File: config.mk
export PLATFORM = sky130hd
export DESIGN_NAME = bus_strobe_driver
export DESIGN_NICKNAME = d
export VERILOG_FILES = /design/src/rtl/bus_strobe_pkg.sv /design/src/rtl/cycle_timer.sv /design/src/rtl/bus_strobe_driver.sv
export SDC_FILE = /design/constraint.sdc
export NUM_CORES = 1
export LEC_CHECK = 0
export ABC_AREA = 1
export BUFFER_PORTS_ARGS = -buffer_cell sky130_fd_sc_hd__buf_2
export CAP_MARGIN = 25
export CORE_AREA = 2 2 85 71
export DETAILED_ROUTE_END_ITERATION = 8
export DIE_AREA = 0 0 87 73
export PLACE_DENSITY = 0.62
export SYNTH_ARGS = -nofsm -noshare
export SYNTH_HDL_FRONTEND = slang
export SYNTH_SLANG_ARGS = --single-unit
File: constraint.sdc
create_clock -name clk -period 2.17 [get_ports clk]
set_input_delay 0.217 -clock clk [delete_from_list [all_inputs] [get_ports clk]]
set_output_delay 0.217 -clock clk [all_outputs]
set_load 0.05 [all_outputs]
File: src/rtl/bus_strobe_pkg.sv
// ============================================================================
// Module   : bus_strobe_pkg
// Purpose  : Shared FSM encoding, default timing and counter sizing for the
//            backplane bus strobe driver.
// Revision : 1.0
// ============================================================================
`default_nettype none

package bus_strobe_pkg;

   typedef enum logic [1:0] {
      IDLE   = 2'd0,
      SETTLE = 2'd1,
      ENABLE = 2'd2,
      GAP    = 2'd3
   } strobeState_t;

   localparam int c_DEF_STATE_W    = 7;
   localparam int c_DEF_SETTLE     = 8;
   localparam int c_DEF_ENABLE_ON  = 32;
   localparam int c_DEF_GAP        = 4;
   localparam int c_DEF_CNT_W      = 16;

   // Phase counters run 0..len-1, so clog2 of the longest phase is enough.
   function automatic int cntWidth(input int a, input int b, input int c);
      int m;
      int w;
      m = a;
      if (b > m) m = b;
      if (c > m) m = c;
      w = 1;
      while ((1 << w) < m) w++;
      return w;
   endfunction

endpackage

`default_nettype wire

File: src/rtl/cycle_timer.sv
// ============================================================================
// Module   : cycle_timer
// Purpose  : Clearable up-counter with a terminal-count compare shared by all
//            timed phases of the strobe driver.
// Revision : 1.0
// ============================================================================
`default_nettype none

module cycle_timer #(
   parameter int WIDTH = 4
) (
   input  logic             clk,
   input  logic             rst_n,
   input  logic             clear,
   input  logic             advance,
   input  logic [WIDTH-1:0] limit,
   output logic             done
);

   logic [WIDTH-1:0] r_count;

   always_ff @(posedge clk or negedge rst_n) begin
      if (!rst_n) begin
         r_count <= '0;
      end else if (clear) begin
         r_count <= '0;
      end else if (advance) begin
         r_count <= r_count + 1'b1;
      end
   end

   assign done = (r_count == limit);

endmodule

`default_nettype wire

File: src/rtl/bus_strobe_driver.sv
// ============================================================================
// Module   : bus_strobe_driver
// Purpose  : Debounces a state word, then drives it onto the backplane with a
//            fixed-length strobe, a minimum low gap and a queued change.
// Revision : 1.0
// ============================================================================
`default_nettype none

module bus_strobe_driver
   import bus_strobe_pkg::*;
#(
   parameter int STATE_W          = c_DEF_STATE_W,
   parameter int SETTLE_CYCLES    = c_DEF_SETTLE,
   parameter int ENABLE_ON_CYCLES = c_DEF_ENABLE_ON,
   parameter int GAP_CYCLES       = c_DEF_GAP,
   parameter int CNT_W            = c_DEF_CNT_W
) (
   input  logic               clk,
   input  logic               rst_n,
   input  logic [STATE_W-1:0] state_in,
   input  logic               resend_req,
   output logic [STATE_W-1:0] bus_state,
   output logic               enable,
   output logic               busy,
   output logic [CNT_W-1:0]   pulse_count
);

   localparam int c_TW = cntWidth(SETTLE_CYCLES, ENABLE_ON_CYCLES, GAP_CYCLES);
   localparam logic [c_TW-1:0] c_SETTLE_LIM = c_TW'(SETTLE_CYCLES - 1);
   localparam logic [c_TW-1:0] c_ENABLE_LIM = c_TW'(ENABLE_ON_CYCLES - 1);
   localparam logic [c_TW-1:0] c_GAP_LIM    = c_TW'((GAP_CYCLES > 0) ? GAP_CYCLES - 1 : 0);

   strobeState_t        r_state;
   logic [STATE_W-1:0]  r_stateLast;
   logic [STATE_W-1:0]  r_busState;
   logic                r_pending;
   logic                r_enable;
   logic [CNT_W-1:0]    r_pulseCount;

   logic                w_change;
   logic                w_atLimit;
   logic                w_clear;
   logic                w_advance;
   logic [c_TW-1:0]     w_limit;

   assign w_change = (state_in != r_stateLast) | resend_req;

   always_comb begin
      w_clear   = 1'b0;
      w_advance = 1'b0;
      w_limit   = c_SETTLE_LIM;
      case (r_state)
         IDLE: begin
            w_clear = 1'b1;
         end
         SETTLE: begin
            w_limit   = c_SETTLE_LIM;
            w_clear   = w_change | w_atLimit;
            w_advance = ~w_clear;
         end
         ENABLE: begin
            w_limit   = c_ENABLE_LIM;
            w_clear   = w_atLimit;
            w_advance = ~w_atLimit;
         end
         GAP: begin
            w_limit   = c_GAP_LIM;
            w_clear   = w_atLimit;
            w_advance = ~w_atLimit;
         end
         default: w_clear = 1'b1;
      endcase
   end

   cycle_timer #(
      .WIDTH (c_TW)
   ) u_timer (
      .clk     (clk),
      .rst_n   (rst_n),
      .clear   (w_clear),
      .advance (w_advance),
      .limit   (w_limit),
      .done    (w_atLimit)
   );

   always_ff @(posedge clk or negedge rst_n) begin
      if (!rst_n) begin
         r_state      <= IDLE;
         r_stateLast  <= '0;
         r_busState   <= '0;
         r_pending    <= 1'b0;
         r_enable     <= 1'b0;
         r_pulseCount <= '0;
      end else begin
         if (w_change) r_stateLast <= state_in;
         case (r_state)
            IDLE: begin
               if (w_change) r_state <= SETTLE;
            end
            SETTLE: begin
               if (!w_change && w_atLimit) begin
                  r_busState <= r_stateLast;
                  r_enable   <= 1'b1;
                  r_pending  <= 1'b0;
                  r_state    <= ENABLE;
               end
            end
            ENABLE: begin
               if (w_change) r_pending <= 1'b1;
               if (w_atLimit) begin
                  r_enable     <= 1'b0;
                  r_pulseCount <= r_pulseCount + 1'b1;
                  if (GAP_CYCLES != 0) begin
                     r_state <= GAP;
                  end else if (r_pending || w_change) begin
                     r_state   <= SETTLE;
                     r_pending <= 1'b0;
                  end else begin
                     r_state <= IDLE;
                  end
               end
            end
            GAP: begin
               if (w_change) r_pending <= 1'b1;
               if (w_atLimit) begin
                  if (r_pending || w_change) begin
                     r_state   <= SETTLE;
                     r_pending <= 1'b0;
                  end else begin
                     r_state <= IDLE;
                  end
               end
            end
            default: r_state <= IDLE;
         endcase
      end
   end

   assign bus_state   = r_busState;
   assign enable      = r_enable;
   assign pulse_count = r_pulseCount;
   assign busy        = (r_state != IDLE) | r_pending;

endmodule

`default_nettype wire

==> results by group, run 1 <==
Power and ir drop
  – Max VDD drop: 0.000245 V
  – P_sw: 306 µW
  – Power density cells: 521 mW/mm²
  – P_leak: 0.00132 µW
  – Clock share of power: 0.384
  – Pint: 971 µW
  – Reg power frac: 0.577
  – Power share of the combinational group: 0.039
  – Sw frac: 0.239

Clocking
  – CTS Hold Bufs: 0
  – CTS tree: built
  – Reg clk slew, reported paths: 0.08 ns
  – Clock sinks: 39
  – Clk buf depth: 2
  – CTS Buf Count: 5
  – H-tree depth: 2
  – Postcts setup bufs: 0
  – CTS Root Cell: clkbuf_8
  – Clock Latency Late Sink: 0.29 ns
  – Post_cts resized: 0

Global route
  – Initial antenna violation count: 0
  – Routing usage on met3: 0.0339
  – Met2 Usage GRT: 0.251
  – All-layer global routing usage: 0.151
  – Global route hottest layer: met2
  – Largest net degree at the start of global routing: 40
  – Met1 usage: 0.199
  – Vias in the first global route: 1714
  – Wire length of the first global-routing pass: 7630 µm
  – Grt total ovfl: 0

Synth
  – Most area-hungry cell type in the Yosys netlist: dfrtp_1
  – Unique masters post-synth: 28
  – Post-synthesis net count: 279
  – Largest family of logic cells by synthesized area: simple AND/OR/NAND/NOR gates
  – Synth Warn #: 0
  – Largest cells by area after synthesis: dfrtp_1 46%, nand2_1 14%, inv_1 5.1%
  – Post-synthesis xor/xnor area fraction: 0.0734
  – Post-synth top cells: 81 x nand2_1, 39 x dfrtp_1, 29 x inv_1, 18 x nand3_1, 16 x nor2_1
  – Syn Inst Count: 262
  – Syn_area_per_cell: 8.13 µm²
  – Prevailing post-synth register cell: dfrtp_1
  – Synth top area share: 0.458
  – Register area share after synthesis: 0.458
  – Post-Synth Adder-Cell Area: 0.0411
  – Simple-gate share of the synthesized area: 0.302
  – FF+latch count, synth: 39
  – Compound-Gate Fraction of Synth Area: 0.0493
  – Post-synthesis mux area share: 0
  – Cell Area, Synth: 0.00213 mm²
  – Ys async rst share: 1.00
  – Count leader, synth: nand2_1
  – Number of synthesized flops with an enable pin: 0

STA
  – Final hold vios: 0
  – Slew margin rel.: 0.431
  – Setup TNS: 0 ns
  – Minimum clock period: 1.92 ns
  – Layout Skew: 0.00195 ns
  – Highest Clock Rate: 0.520 GHz
  – Max-slew violation count: 0
  – Setup violators final: 0
  – Min Hold Slack: 0.0289 ns
  – RSZ-0062 raised after global routing: no
  – Period utilization: 0.886
  – Worst Max-Slew Pin Slew: 0.853 ns

Critical path
  – Worst Path Buf+Inv: 2
  – Critical path fanouts, max: 6
  – Required time worst endpoint: 2.36 ns
  – R2R Setup Slk: 0.25 ns
  – Top Family by Delay on Critical Path: simple AND/OR/NAND/NOR gates
  – Cell at the slowest stage of the critical path: dfrtp_1
  – Crit Path Class: reg -> reg
  – Crit Reg-Reg Endpoint: u_timer.r_count[2]
  – Reg2Reg Depth: 11
  – CP startpoint kind: flop
  – Critical Path Sink Type: flop
  – Highest cell delay on the worst timing path: 0.43 ns
  – R2R Path Start: r_state[0]
  – Most frequent CP cell: nand2_1
  – Worst path cell trace: inv_1, ha_1, inv_2, nand2_1, nand2_1, nand2_4, nand2_1, nand2_1, nand2_1, nand3_1, nand2_1
  – Crit path DAT: 2.11 ns

Routing
  – DR DRC count: 0
  – DRT antenna net count: 0
  – Via count: 1702
  – Initial DRC Count: 55
  – 1st-pass router iterations: 4
  – Overall routed net length: 4240 µm
  – Avg WL per Cell: 11.7 µm
  – Vias per std cell: 4.69

Run status
  – Status: finished clean

Place
  – Placed Area: 0.00235 mm²
  – Gpl congestion: 0.817
  – Port buffer count: 34
  – Dpl hpwl: 3250 µm

Floorplan
  – Width of the die: 87 µm
  – Die Span Y: 73 µm
  – I/O pin cnt: 35
  – Core Area: 0.00560 mm²
  – Initial Utilization: 0.381
  – Die ar.: 0.00635 mm²
  – Num rows: 25

Layout
  – Final Instance Area: 0.00245 mm²
  – Layout cells sized above 1: 0.203
  – Fillers: 559
  – Nets: 312
  – N_diodes: 0
  – Area growth syn-to-layout: 14.9%

Flow run
  – Maxcap violations: 0

Worst hold path
  – Worst min path class: in -> async
-- worst max-delay path by stage --
stage / startpoint / endpoint / slack, ns / cells past startpoint
3_5_place_dp: r_state[0] / r_pending / 0.19 / 10
6_report: r_state[0] / u_timer.r_count[2] / 0.25 / 11
3_3_place_gp: r_state[0] / r_pending / 0.31 / 10
2_1_floorplan: r_state[0] / pulse_count[10] / 0.43 / 11
5_1_grt: r_state[0] / u_timer.r_count[3] / 0.009 / 11
4_1_cts: r_state[0] / r_pending / 0.16 / 10
-- power by group through the flow --
stage               clock network [µW]  logic, µW  registers (µW)
floorplan                            0       25.7             750
global placement                     0       51.0             751
detailed placement                   0       52.0             751
CTS                                507       52.1             736
global route                       535       61.3             737
finish                             490       50.1             736
-- sequential cells by signal, indices dropped and copies added (netlist names) --
register,count
u_timer.r_count,5
enable,1
r_stateLast,7
pulse_count,16
r_pending,1
bus_state,7
r_state,2
-- worst reg2reg max path: stages, from the launching register on --
cell and delay (ns):
dfrtp_1 0.43, inv_1 0.12, ha_1 0.26, inv_2 0.10, nand2_1 0.07, nand2_1 0.09
nand2_4 0.13, nand2_1 0.11, nand2_1 0.19, nand2_1 0.16, nand3_1 0.10, nand2_1 0.05
-- cell usage in the layout (no fill, tap or decap), drive strengths merged --
cell	instances
nand2	84
dfrtp	39
buf	34
inv	34
nor2	21
nand3	18
o21ai	14
nand4	10
xor2	9
xnor2	8
ha	7
clkbuf	5
nor3	4
a21oi	3
clkinvlp	2
nor4	1
o2111ai	1
o211ai	1
clkinv	1
-- cell families after synthesis --
family,after synthesis
DFF,39
AOI/OAI and AO/OA,19
and+or+nand+nor,138
buffers and inverters,42
xor gates and xnor gates,17
adders and majority gates,7
-- final cells by class --
cell class                      count  area (µm²)  share of cell area
Clock buffer                        5        68.8              0.0281
Clock inverter                      3        20.0             0.00818
Inverter                           34         128              0.0521
Multi-Input combinational cell    181        1000               0.409
Sequential cell                    39         976               0.399
Tap cell                           67        83.8              0.0342
Timing Repair Buffer               34         170              0.0695
-- layer usage --
metal	part of all wire	vias up
li1	-	888
met1	0.48	771
met2	0.47	39
met3	0.046	4
met4	0.0068	0
met5	0	-
-- per-stage QoR --
stage,std cells,power [µW],setup WS [ns],utilization
floorplan,262,776,0.430,-
global placement,355,802,0.310,0.420
detailed placement,355,803,0.194,0.420
CTS,363,1290,0.157,0.436
global route,363,1330,0.00873,0.437
finish,363,1280,0.247,0.437
(Power assumes the default switching activity.)
==> run 2, diff against run 1 <==
--- a/config.mk
+++ b/config.mk
@@ -7,10 +7,10 @@
 export LEC_CHECK = 0
 export ABC_AREA = 1
 export BUFFER_PORTS_ARGS = -buffer_cell sky130_fd_sc_hd__buf_2
-export CAP_MARGIN = 25
 export CORE_AREA = 2 2 85 71
 export DETAILED_ROUTE_END_ITERATION = 8
 export DIE_AREA = 0 0 87 73
+export GPL_TIMING_DRIVEN = 0
 export PLACE_DENSITY = 0.62
 export SYNTH_ARGS = -nofsm -noshare
 export SYNTH_HDL_FRONTEND = slang
==> run 2 against run 1 <==
- first-iteration DRC count decreased by 35%
- cell count increased by 2.2%
- die area unchanged
- register-to-register slack improved by 0.03 ns
- routed wire length decreased by 1.0%
- worst hold slack about the same
- sequential share of layout area decreased by 0.90 points
==> results by group, run 2 (synthesis results as in run 1) <==
Run status
  – Status: finished clean (unchanged)

Global route
  – All-layer global routing usage: 0.156 (was 0.151)
  – Grt total ovfl: 0 (unchanged)
  – Vias in the first global route: 1718 (was 1714)
  – Initial antenna violation count: 0 (unchanged)
  – Largest net degree at the start of global routing: 40 (unchanged)
  – Wire length of the first global-routing pass: 7650 µm (was 7630 µm)

Place
  – Gpl congestion: 0.784 (was 0.817)
  – Port buffer count: 34 (unchanged)
  – Dpl hpwl: 3190 µm (was 3250 µm)

Layout
  – N_diodes: 0 (unchanged)
  – Area growth syn-to-layout: 17.6% (was 14.9%)
  – Commonest non-fill, non-tap cell in the layout: nand2_1 (unchanged)
  – Layout cells sized above 1: 0.204 (was 0.203)
  – Largest register FFs: 16 (unchanged)
  – Commonest non-fill, non-tap cells in the layout: 81 x nand2_1, 39 x dfrtp_1, 34 x buf_2 (unchanged)
  – Post-layout util: 0.447 (was 0.437)
  – Nets: 320 (was 312)

Power and ir drop
  – Power share of the combinational group: 0.037 (was 0.039)
  – Max VDD drop: 0.000193 V (was 0.000245 V)
  – P_sw: 297 µW (was 306 µW)
  – Clock share of power: 0.444 (was 0.384)
  – Power density cells: 567 mW/mm² (was 521 mW/mm²)
  – Reg power frac: 0.519 (was 0.577)
  – P_leak: 0.00135 µW (was 0.00132 µW)
  – Pint: 1120 µW (was 971 µW)
  – Sw frac: 0.209 (was 0.239)

Critical path
  – CP startpoint kind: flop (unchanged)
  – R2R Setup Slk: 0.28 ns (was 0.25 ns)
  – Critical Path End: pulse_count[10] (was u_timer.r_count[2])
  – Reg2Reg Depth: 11 (unchanged)
  – Critical Path Stages: 11 (unchanged)
  – R2R Path Start: r_state[0] (unchanged)
  – Worst path cell trace: inv_1, ha_2, inv_2, nand2_1, nand2_1, nand2_4, nor2_8, nand2_4, nor2_4, nand2_2, xnor2_2 (was inv_1, ha_1, inv_2, nand2_1, nand2_1, nand2_4, nand2_1, nand2_1, nand2_1, nand3_1, nand2_1)
  – Crit Path Class: reg -> reg (unchanged)
  – Critical path fanouts, max: 10 (was 6)
  – Worst Setup SP: r_state[0] (unchanged)
  – Crit path DAT: 2.07 ns (was 2.11 ns)
  – Cell at the slowest stage of the critical path: dfrtp_1 (unchanged)
  – Worst Path Buf+Inv: 2 (unchanged)
  – Top Family by Delay on Critical Path: simple AND/OR/NAND/NOR gates (unchanged)
  – Crit Reg-Reg Endpoint: pulse_count[10] (was u_timer.r_count[2])
  – Required time worst endpoint: 2.35 ns (was 2.36 ns)
  – Critical Path Sink Type: flop (unchanged)
  – Highest cell delay on the worst timing path: 0.41 ns (was 0.43 ns)

STA
  – Setup TNS: 0 ns (unchanged)
  – Slew margin rel.: 0.420 (was 0.431)
  – Layout Skew: 0.00611 ns (was 0.00195 ns)
  – Max-slew violation count: 0 (unchanged)
  – Minimum clock period: 1.89 ns (was 1.92 ns)
  – Setup violators final: 0 (unchanged)
  – RSZ-0062 raised after global routing: no (unchanged)
  – Period utilization: 0.872 (was 0.886)
  – Final hold vios: 0 (unchanged)
  – Highest Clock Rate: 0.529 GHz (was 0.520 GHz)
  – Worst Max-Slew Pin Slew: 0.870 ns (was 0.853 ns)

Clocking
  – CTS Root Cell: clkbuf_8 (unchanged)
  – CTS Buf Count: 5 (unchanged)
  – Clock Latency Late Sink: 0.30 ns (was 0.29 ns)
  – Postcts setup bufs: 0 (unchanged)
  – Clock sinks: 39 (unchanged)
  – Reg clk slew, reported paths: 0.08 ns (about the same)
  – Clk buf depth: 2 (unchanged)
  – H-tree depth: 2 (unchanged)
  – CTS tree: built (unchanged)

Routing
  – Via count: 1735 (was 1702)
  – DR WL met2: 1970 µm (was 1980 µm)
  – Initial DRC Count: 36 (was 55)
  – Avg WL per Cell: 11.3 µm (was 11.7 µm)
  – Top sig layer: met4 (unchanged)
  – DR DRC count: 0 (unchanged)
  – DRT antenna net count: 0 (unchanged)
  – Metal1 wirelength: 2000 µm (was 2030 µm)
  – Overall routed net length: 4190 µm (was 4240 µm)
  – 1st-pass router iterations: 4 (unchanged)
  – Vias per std cell: 4.68 (was 4.69)
  – Routed met3 length: 168 µm (was 193 µm)

Floorplan
  – Core Area: 0.00560 mm² (unchanged)
  – Initial Utilization: 0.381 (unchanged)
  – Die Span Y: 73 µm (unchanged)
  – Num rows: 25 (unchanged)
  – I/O pin cnt: 35 (unchanged)
  – Width of the die: 87 µm (unchanged)
  – Die ar.: 0.00635 mm² (unchanged)

Worst hold path
  – Worst min path class: in -> async (unchanged)

Flow run
  – Maxcap violations: 0 (unchanged)
run 2: worst min-delay path by stage:
stage	slack, ns	to	cells after the start
after floorplan	-0.08	bus_state[0]	0
after global placement	0.39	bus_state[3]	1
after detailed placement	0.40	bus_state[5]	1
after CTS	0.06	bus_state[5]	1
after global routing	0.09	bus_state[5]	1
final	0.03	bus_state[5]	1
run 2: final cells by class:
type	count	area, µm²
sequential	39	976
inverter	34	128
clock buffer	6	82.6
fill	557	3090
clock inverter	2	35.0
multi-input combinational	181	996
tap	67	83.8
timing repair buffer	34	170
buffer	8	33.8
run 2: what timing repair did:
item                                    CTS  global route
hold buffers                              0             0
endpoints found under the setup margin    0             1
gates resized for setup                   0             1
run 2: per-stage QoR:
step / cell area, µm² / hold slack, ns / worst slack (ns) / std cells / power [µW]
final: 2500 / 0.0284 / 0.278 / 371 / 1420
after global routing: 2500 / 0.0907 / 0.0569 / 371 / 1500
after CTS: 2500 / 0.0639 / 0.187 / 371 / 1450
after detailed placement: 2380 / 0.400 / 0.203 / 363 / 806
after global placement: 2380 / 0.385 / 0.233 / 363 / 805
after floorplan: 2130 / -0.0786 / 0.430 / 262 / 776
run 2: metal layers:
metal,GRT usage,vias up
li1,-,904
met1,0.194,801
met2,0.255,24
met3,0.0509,6
met4,0.0521,0
met5,0,-
run 2: power by group through the flow:
stage               clock network [µW]  registers (µW)  logic [µW]
global placement                     0             750        54.3
CTS                                662             736        55.7
global route                       697             737        64.0
detailed placement                   0             751        55.6
finish                             630             736        53.0
floorplan                            0             750        25.7
